==> config.mk <==
export PLATFORM = sky130hd
export DESIGN_NAME = pe_accumulator
export DESIGN_NICKNAME = d
export VERILOG_FILES = /design/src/rtl/pe_accumulator.sv
export SDC_FILE = /design/constraint.sdc
export NUM_CORES = 1
export LEC_CHECK = 0
export BUFFER_PORTS_ARGS = -buffer_cell sky130_fd_sc_hd__buf_2
export CAP_MARGIN = 40
export CELL_PAD_IN_SITES_DETAIL_PLACEMENT = 0
export CELL_PAD_IN_SITES_GLOBAL_PLACEMENT = 1
export CORE_ASPECT_RATIO = 0.5
export CORE_MARGIN = 4
export CORE_UTILIZATION = 47
export DETAILED_ROUTE_END_ITERATION = 7
export GPL_TIMING_DRIVEN = 0
export PLACE_DENSITY_LB_ADDON = 0.1
export SLEW_MARGIN = 20
export SYNTH_ARGS = -nofsm -noshare
export SYNTH_HDL_FRONTEND = slang
export SYNTH_SLANG_ARGS = --single-unit
==> constraint.sdc <==
create_clock -name clk -period 5 [get_ports clk]
set_input_delay 0.75 -clock clk [delete_from_list [all_inputs] [get_ports clk]]
set_output_delay 0.75 -clock clk [all_outputs]
set_load 0.01 [all_outputs]
==> src/rtl/pe_accumulator.sv <==
`timescale 1ns / 1ps
// pe_accumulator: consumer side of the 8-lane PE dot-product pipeline.
//   A shadow valid pipe (tag) follows operands through the PE so the block knows
//   which pe_out words are real partials. For each neuron it sums num_chunks
//   partials onto the bias, then applies optional ReLU and signed saturation, and
//   presents one result on a valid/ready port. stall freezes the PE while a result
//   is held, so no partial can be lost.
// Ports:
//   clk, rst          clock (rising edge), asynchronous active-high reset
//   clr               synchronous flush (same cycle as PE clr)
//   pe_en             PE enable as applied to the PE this cycle
//   pe_in_valid       operands entering the PE this cycle are a real chunk
//   pe_out            PE result register
//   start             begin neuron (latches num_chunks, bias, relu_en)
//   num_chunks        partials to sum for this neuron
//   bias              neuron bias
//   relu_en           clamp negative result to 0
//   out_data/out_valid/out_ready   result handshake
//   stall             out_valid & ~out_ready, gates the PE enable upstream
//   busy              a neuron is being accumulated
//   overrun           sticky: a valid partial arrived while idle
module pe_accumulator #(
  parameter int unsigned WIDTH  = 16,
  parameter int unsigned PE_LAT = 5,
  parameter int unsigned CNT_W  = 8
) (
  input  logic             clk,
  input  logic             rst,
  input  logic             clr,
  input  logic             pe_en,
  input  logic             pe_in_valid,
  input  logic [WIDTH-1:0] pe_out,
  input  logic             start,
  input  logic [CNT_W-1:0] num_chunks,
  input  logic [WIDTH-1:0] bias,
  input  logic             relu_en,
  output logic [WIDTH-1:0] out_data,
  output logic             out_valid,
  input  logic             out_ready,
  output logic             stall,
  output logic             busy,
  output logic             overrun
);

  localparam int unsigned ACC_W = WIDTH + CNT_W;

  // Saturation bounds expressed in accumulator width.
  localparam logic signed [ACC_W-1:0] SatMax = {{(CNT_W + 1){1'b0}}, {(WIDTH - 1){1'b1}}};
  localparam logic signed [ACC_W-1:0] SatMin = {{(CNT_W + 1){1'b1}}, {(WIDTH - 1){1'b0}}};

  typedef enum logic [0:0] {StIdle, StRun} state_e;

  state_e                   state_q, state_d;
  logic [PE_LAT-1:0]        tag_q, tag_d;
  logic signed [ACC_W-1:0]  acc_q, acc_d;
  logic [CNT_W-1:0]         cnt_q, cnt_d;
  logic [CNT_W-1:0]         num_q, num_d;
  logic                     relu_q, relu_d;
  logic [WIDTH-1:0]         out_data_q, out_data_d;
  logic                     out_valid_q, out_valid_d;
  logic                     overrun_q, overrun_d;

  logic                     accept;
  logic                     fin;
  logic                     fin_relu;
  logic signed [ACC_W-1:0]  fin_val;
  logic signed [ACC_W-1:0]  sum;

  function automatic logic signed [ACC_W-1:0] sext(input logic [WIDTH-1:0] x);
    return {{CNT_W{x[WIDTH-1]}}, x};
  endfunction

  function automatic logic [WIDTH-1:0] relu_sat(input logic signed [ACC_W-1:0] v,
                                                input logic relu);
    logic signed [ACC_W-1:0] r;
    r = (relu && v < 0) ? '0 : v;
    if (r > SatMax) begin
      return {1'b0, {(WIDTH - 1){1'b1}}};
    end else if (r < SatMin) begin
      return {1'b1, {(WIDTH - 1){1'b0}}};
    end
    return r[WIDTH-1:0];
  endfunction

  assign accept    = tag_q[PE_LAT-1] & pe_en;
  assign stall     = out_valid_q & ~out_ready;
  assign busy      = (state_q != StIdle);
  assign out_data  = out_data_q;
  assign out_valid = out_valid_q;
  assign overrun   = overrun_q;

  always_comb begin
    state_d     = state_q;
    tag_d       = pe_en ? {tag_q[PE_LAT-2:0], pe_in_valid} : tag_q;
    acc_d       = acc_q;
    cnt_d       = cnt_q;
    num_d       = num_q;
    relu_d      = relu_q;
    out_data_d  = out_data_q;
    out_valid_d = out_valid_q;
    overrun_d   = overrun_q;
    fin         = 1'b0;
    fin_relu    = relu_q;
    fin_val     = '0;
    sum         = acc_q + sext(pe_out);

    if (out_valid_q && out_ready) begin
      out_valid_d = 1'b0;
    end

    unique case (state_q)
      StIdle: begin
        // A partial while idle has no neuron to belong to; flag and drop it.
        if (accept) begin
          overrun_d = 1'b1;
        end
        if (start && !stall) begin
          acc_d  = sext(bias);
          cnt_d  = '0;
          num_d  = num_chunks;
          relu_d = relu_en;
          if (num_chunks == '0) begin
            fin      = 1'b1;
            fin_val  = sext(bias);
            fin_relu = relu_en;
          end else begin
            state_d = StRun;
          end
        end
      end
      StRun: begin
        if (accept) begin
          acc_d = sum;
          cnt_d = cnt_q + CNT_W'(1);
          if (cnt_q == num_q - CNT_W'(1)) begin
            fin     = 1'b1;
            fin_val = sum;
            state_d = StIdle;
          end
        end
      end
      default: state_d = StIdle;
    endcase

    // A new result wins over a same-cycle handshake, so out_valid stays high.
    if (fin) begin
      out_valid_d = 1'b1;
      out_data_d  = relu_sat(fin_val, fin_relu);
    end
  end

  always_ff @(posedge clk or posedge rst) begin
    if (rst) begin
      state_q     <= StIdle;
      tag_q       <= '0;
      acc_q       <= '0;
      cnt_q       <= '0;
      num_q       <= '0;
      relu_q      <= 1'b0;
      out_data_q  <= '0;
      out_valid_q <= 1'b0;
      overrun_q   <= 1'b0;
    end else if (clr) begin
      state_q     <= StIdle;
      tag_q       <= '0;
      acc_q       <= '0;
      cnt_q       <= '0;
      num_q       <= '0;
      relu_q      <= 1'b0;
      out_data_q  <= '0;
      out_valid_q <= 1'b0;
      overrun_q   <= 1'b0;
    end else begin
      state_q     <= state_d;
      tag_q       <= tag_d;
      acc_q       <= acc_d;
      cnt_q       <= cnt_d;
      num_q       <= num_d;
      relu_q      <= relu_d;
      out_data_q  <= out_data_d;
      out_valid_q <= out_valid_d;
      overrun_q   <= overrun_d;
    end
  end

endmodule

# Word-level counts from Yosys, hierarchy flattened
# Cells that the tools add are included.
[word_totals]
reg_bits = 65
word_cells = 86
output_inout_bits = 20
input_bits = 48
[classes]
mux = 50
n_lt_le_gt_ge = 3
eq_ne = 4
n_bitwise = 4
n_reduce_logical = 13
addsub = 3
[ops]
columns = ["operator", "count"]
rows = [
  ["24-bit two-way mux", 8],
  ["24-bit one-hot mux with 2 select lines", 2],
  ["16-bit two-way mux", 5],
  ["8-bit two-way mux", 6],
  ["24-bit by 16-bit adder with 24-bit output", 1],
  ["24-bit by 16-bit > comparator with 1-bit output (second input constant)", 1],
  ["24-bit by 1-bit less-than comparator with 1-bit output (second input constant)", 1],
  ["24-bit by 16-bit less-than comparator with 1-bit output (second input constant)", 1],
  ["1-bit two-way mux", 24],
  ["8-bit one-hot mux with 2 select lines", 1],
  ["5-bit two-way mux", 2],
  ["8-bit by 1-bit adder with 8-bit output (second input constant)", 1],
  ["8-bit == test", 1],
  ["8-bit zero test", 1],
  ["2-bit nonzero test", 4],
  ["8-bit by 1-bit subtractor with 8-bit output (second input constant)", 1],
  ["2-bit AND reduction", 3],
  ["1-bit one-hot mux with 2 select lines", 2],
  ["1-bit logical AND", 3],
  ["3-bit by 2-bit != test with 1-bit output (second input constant)", 1],
  ["3-bit != test (second input constant)", 1],
  ["3-bit nonzero test", 1],
  ["1-bit bitwise AND", 2],
  ["2-bit != test (second input constant)", 1],
  ["2 further kinds", 3],
]

# Longest topological paths before layout
[depth]
ltp_word = 16
mapped_depth = 11

# Worst setup path before layout
# No wires, ideal clock.
[synth_timing]
path_kind = "input to register"
start = "input pe_out[0]"
end = "register out_data_q[1] (netlist: out_data[1])"
arrival_time_ns = 3.177
setup_time_ns = 0.140
required_time_ns = 4.860
path_buffers = 1
path_stages = 11
path_slack_ns = 1.683
cell_sequence = "ha_1 fa_1 a211oi_1 o21ai_0 a41o_1 o21a_1 o211ai_1 and4b_1 a31o_2 buf_2 o211ai_1"
[synth_via]
elab_chain_cells = 14
elab_cells_between_ends = 16
[synth_rtl]
columns = ["element", "line_no", "text"]
rows = [
  ["start, declared", "32", "input logic [WIDTH-1:0] pe_out,"],
  ["24-bit by 16-bit adder with 24-bit output (*)", "105", "sum = acc_q + sext(pe_out);"],
  ["24-bit two-way mux (*)", "135", "if (cnt_q == num_q - CNT_W'(1)) begin"],
  ["24-bit two-way mux (*)", "132", "if (accept) begin"],
  ["24-bit one-hot mux with 2 select lines (*)", "111", "unique case (state_q)"],
  ["24-bit by 1-bit less-than comparator with 1-bit output", "76", "r = (relu && v < 0) ? '0 : v;"],
  ["1-bit logical AND", "76", ""],
  ["24-bit two-way mux (*)", "76", ""],
  ["24-bit by 16-bit less-than comparator with 1-bit output", "79", "end else if (r < SatMin) begin"],
  ["1-bit two-way mux", "79", ""],
  ["1-bit two-way mux", "77", "if (r > SatMax) begin"],
  ["1-bit two-way mux", "146", "if (fin) begin"],
  ["16-bit two-way mux (*)", "82", "return r[WIDTH-1:0];"],
  ["16-bit two-way mux (*)", "146", ""],
  ["16-bit two-way mux (*)", "163", "end else if (clr) begin"],
  ["end signal, assigned", "180", "out_data_q <= out_data_d;"],
  ["end, declared", "59", "logic [WIDTH-1:0] out_data_q, out_data_d;"],
]
# Mark *: on every way between the ends. The rest lies on a longest branch, timed or not. The select of a mux whose other input is x is not followed.
# A chain may end at the register's enable or synchronous reset.

# Final worst setup path
[layout_timing]
start = "input pe_out[3]"
end = "register out_data_q[9] (netlist: out_data[9])"
# The elaborated chain is that of the path after synthesis.

==> summary.txt <==
Placement
  – Port Buf Inserts: 65
  – Setup WS pre-CTS: 0.982 ns
  – Final HPWL DP: 10400 um
  – Placed Cells: 751
  – Global placement routability congestion: 0.935

Die
  – Die Span Y: 78.4 um
  – I/O pins: 68
  – Die area: 11700 um2
  – DIE WIDTH: 149 um
  – Initial Utilization: 48.9%
  – Row cnt: 25
  – Core footprint: 9540 um2

Worst setup path
  – Crit path max fanout: 8
  – CP startpoint: pe_out[3]
  – Worst setup path end: out_data[9]
  – Reg2Reg Capture Point: out_data[9]
  – Slowest-stage cell, CP: nor4_1
  – Kind of critical path: input pin to flip-flop
  – Critical path arrival: 4.08 ns
  – CP Capture Type: flip-flop
  – CP cell instances: buf_2 -> ha_1 -> a21o_1 -> a21oi_1 -> a211o_1 -> nor3_1 -> nor4_1 -> nor4b_2 -> a32oi_2 -> o211ai_1
  – Path depth of the worst reg2reg path: 9
  – CP startpoint kind: input pin
  – Crit path buffers/inverters: 1
  – Reg-to-reg startpoint: acc_q[3]
  – Cell count along the critical path: 10
  – Max stage delay on crit path: 0.68 ns
  – FF-to-FF setup slack: 1.30 ns
  – Data required time of the worst path: 5.24 ns
  – CP top delay family: compound AO/OA/AOI/OAI gates

Synth
  – Ys Warns: 0
  – Async S/R FF share, synth: 100%
  – Top FF cell, synth: dfrtp_1
  – Mapped cell area: 4660 um2
  – Number of synthesized flops with an enable pin: 0
  – Post-Syn Nets: 624
  – Synth Instances: 550
  – Number of synthesized register bits: 65
  – Post-Syn Area per Cell: 8.48 um2
  – Sequential fraction of the synthesis area: 34.9%
  – Distinct cells, synth: 61

Power and ir drop
  – Worst vdd ir: 0.163 mV
  – Total power: 0.00165 W
  – Leakage: 2.50 nW
  – PD cells: 302 nW/um2

Timing
  – Slew @ Worst Pin: 0.847 ns
  – Tcrit/Tclk final: 76.8%
  – Fin Setup TNS: 0 ns
  – Slew Viols, Final: 0
  – Clock Skew: 0.00361 ns
  – Final worst path period need: 3.84 ns
  – Final worst slack: 1.16 ns
  – Rel. slew slack: 43.6%
  – Hold Violations, Final: 0
  – Setup Viol. Count Final: 0
  – Fmax: 260 MHz
  – Unrepaired setup endpoints after global routing: false

Outcome
  – Outcome: finished clean

CTS
  – TritonCTS buffer count: 9
  – Clock tree from TritonCTS: built
  – Longest Clk Path Bufs: 2
  – Clk slew on worst S/H paths: 0.06 ns
  – H-tree levels: 3
  – Post-cts resize count: 0
  – Clk root buf: clkbuf_16
  – Post-CTS Setup Bufs: 0
  – Clock Latency Late Sink: 0.34 ns
  – Post-CTS Hold Fix Bufs: 0
  – Clk sinks: 65

Final layout
  – Fin util: 57.5%
  – Final nets: 701
  – P&R area growth vs syn: 17.6%
  – Final cell count without fillers: 767
  – N_diodes: 0
  – Share of layout cells above drive strength 1: 15.0%

Worst hold path
  – Worst hold path class: input pin to async pin

Routing
  – Via count: 4528
  – WL per Instance: 18.1 um
  – Final ANT Viol Nets: 0
  – Drc violations: 0
  – First DRT Iteration DRCs: 258
  – Drt total wl: 13900 um
  – Drt pass-1 iters: 5
  – Vias/cell: 5.90

Global route
  – Top Usage Layer GRT: met2
  – Tot GR Track Use: 25.0%
  – Vias in the first global route: 4526
  – Met2 usage: 40.9%
  – First-pass GRT wire length: 23000 um
  – Largest net degree at the start of global routing: 48
  – GRT met1 Usage: 33.9%
  – Initial antenna violation count: 0
  – Grt ovf: 0
  – Met3 usage: 5.54%

Run
  – Max-cap violation count: 0
## cells in the mapped netlist, drive strengths merged (13+ instances only)
master | n | area share, %
o21ai | 33 | 3.5
nor2 | 39 | 3.1
ha | 25 | 6.7
clkbuf | 19 | 1.5
dfrtp | 65 | 35
o211ai | 24 | 3.9
nand2 | 88 | 7.1
a21o | 16 | 2.6
nor3 | 13 | 1.7
xnor2 | 14 | 2.6
mux2i | 14 | 3.0
a21oi | 46 | 4.9
## worst min-delay path by stage
stage                   start         to  cells past startpoint
finish                    rst   cnt_q[4]                      2
global route              rst   cnt_q[4]                      2
detailed placement  acc_q[19]  acc_q[19]                      2
CTS                       rst   cnt_q[3]                      2
global placement     acc_q[7]   acc_q[7]                      2
floorplan            acc_q[0]   acc_q[0]                      2
## flip-flops by register name, summed over array words and instances (netlist names)
signal and flops:
relu_q 1, out_valid 1, busy 1, tag_q 5, acc_q 24, num_q 8, out_data 16, overrun 1
cnt_q 8
## cell usage in the layout (no fill, tap or decap), types with 14 or more instances in the layout
cell and n:
buf_2 67, a21oi_1 46, mux2i_1 14, o211ai_1 24, clkbuf_1 20, xnor2_1 14
o21ai_0 32, a21o_1 16, nor2_1 39, ha_1 25, dfrtp_1 65, nand2_1 88
## area by class of cell
cell class / instances / area (um2)
Buffer: 25 / 96.3
Tap cell: 135 / 169
Inverter: 12 / 47.5
Timing Repair Buffer: 66 / 353
Clock buffer: 11 / 243
Sequential cell: 65 / 1630
Multi-Input combinational cell: 448 / 2900
Fill cell: 917 / 4050
Clock inverter: 5 / 55.1
## power breakdown
part	switching [W]	internal [W]
clock	0.000244	0.000398
sequential	0.0000200	0.000553
combinational	0.000278	0.000161
## metal layers
metal | up-vias | routed length, um
met3 | 21 | 841
met1 | 2156 | 6510
met2 | 136 | 6370
li1 | 2215 | -
met5 | - | 0
met4 | 0 | 185
## stage by stage
stage,hold slack (ns),cell area (um2)
global placement,0.466,5160
finish,0.352,5490
floorplan,0.453,4660
CTS,0.358,5490
detailed placement,0.477,5190
global route,0.368,5490
## cells by family (layout without fill, tap and decap cells)
| kind of cell | after synthesis | after routing | share of synthesized area (%) |
|---|---|---|---|
| buffers and inverters | 37 | 119 | 3.03 |
| adder cells (fa/ha/maj) | 26 | 26 | 7.14 |
| AO/OA/AOI/OAI | 185 | 185 | 27.1 |
| flip-flops | 65 | 65 | 34.9 |
| AND/OR/NAND/NOR | 199 | 199 | 20.3 |
| XOR/XNOR | 24 | 24 | 4.51 |
| multiplexers | 14 | 14 | 3.00 |
Note: power is estimated with default switching activity, not from simulation.
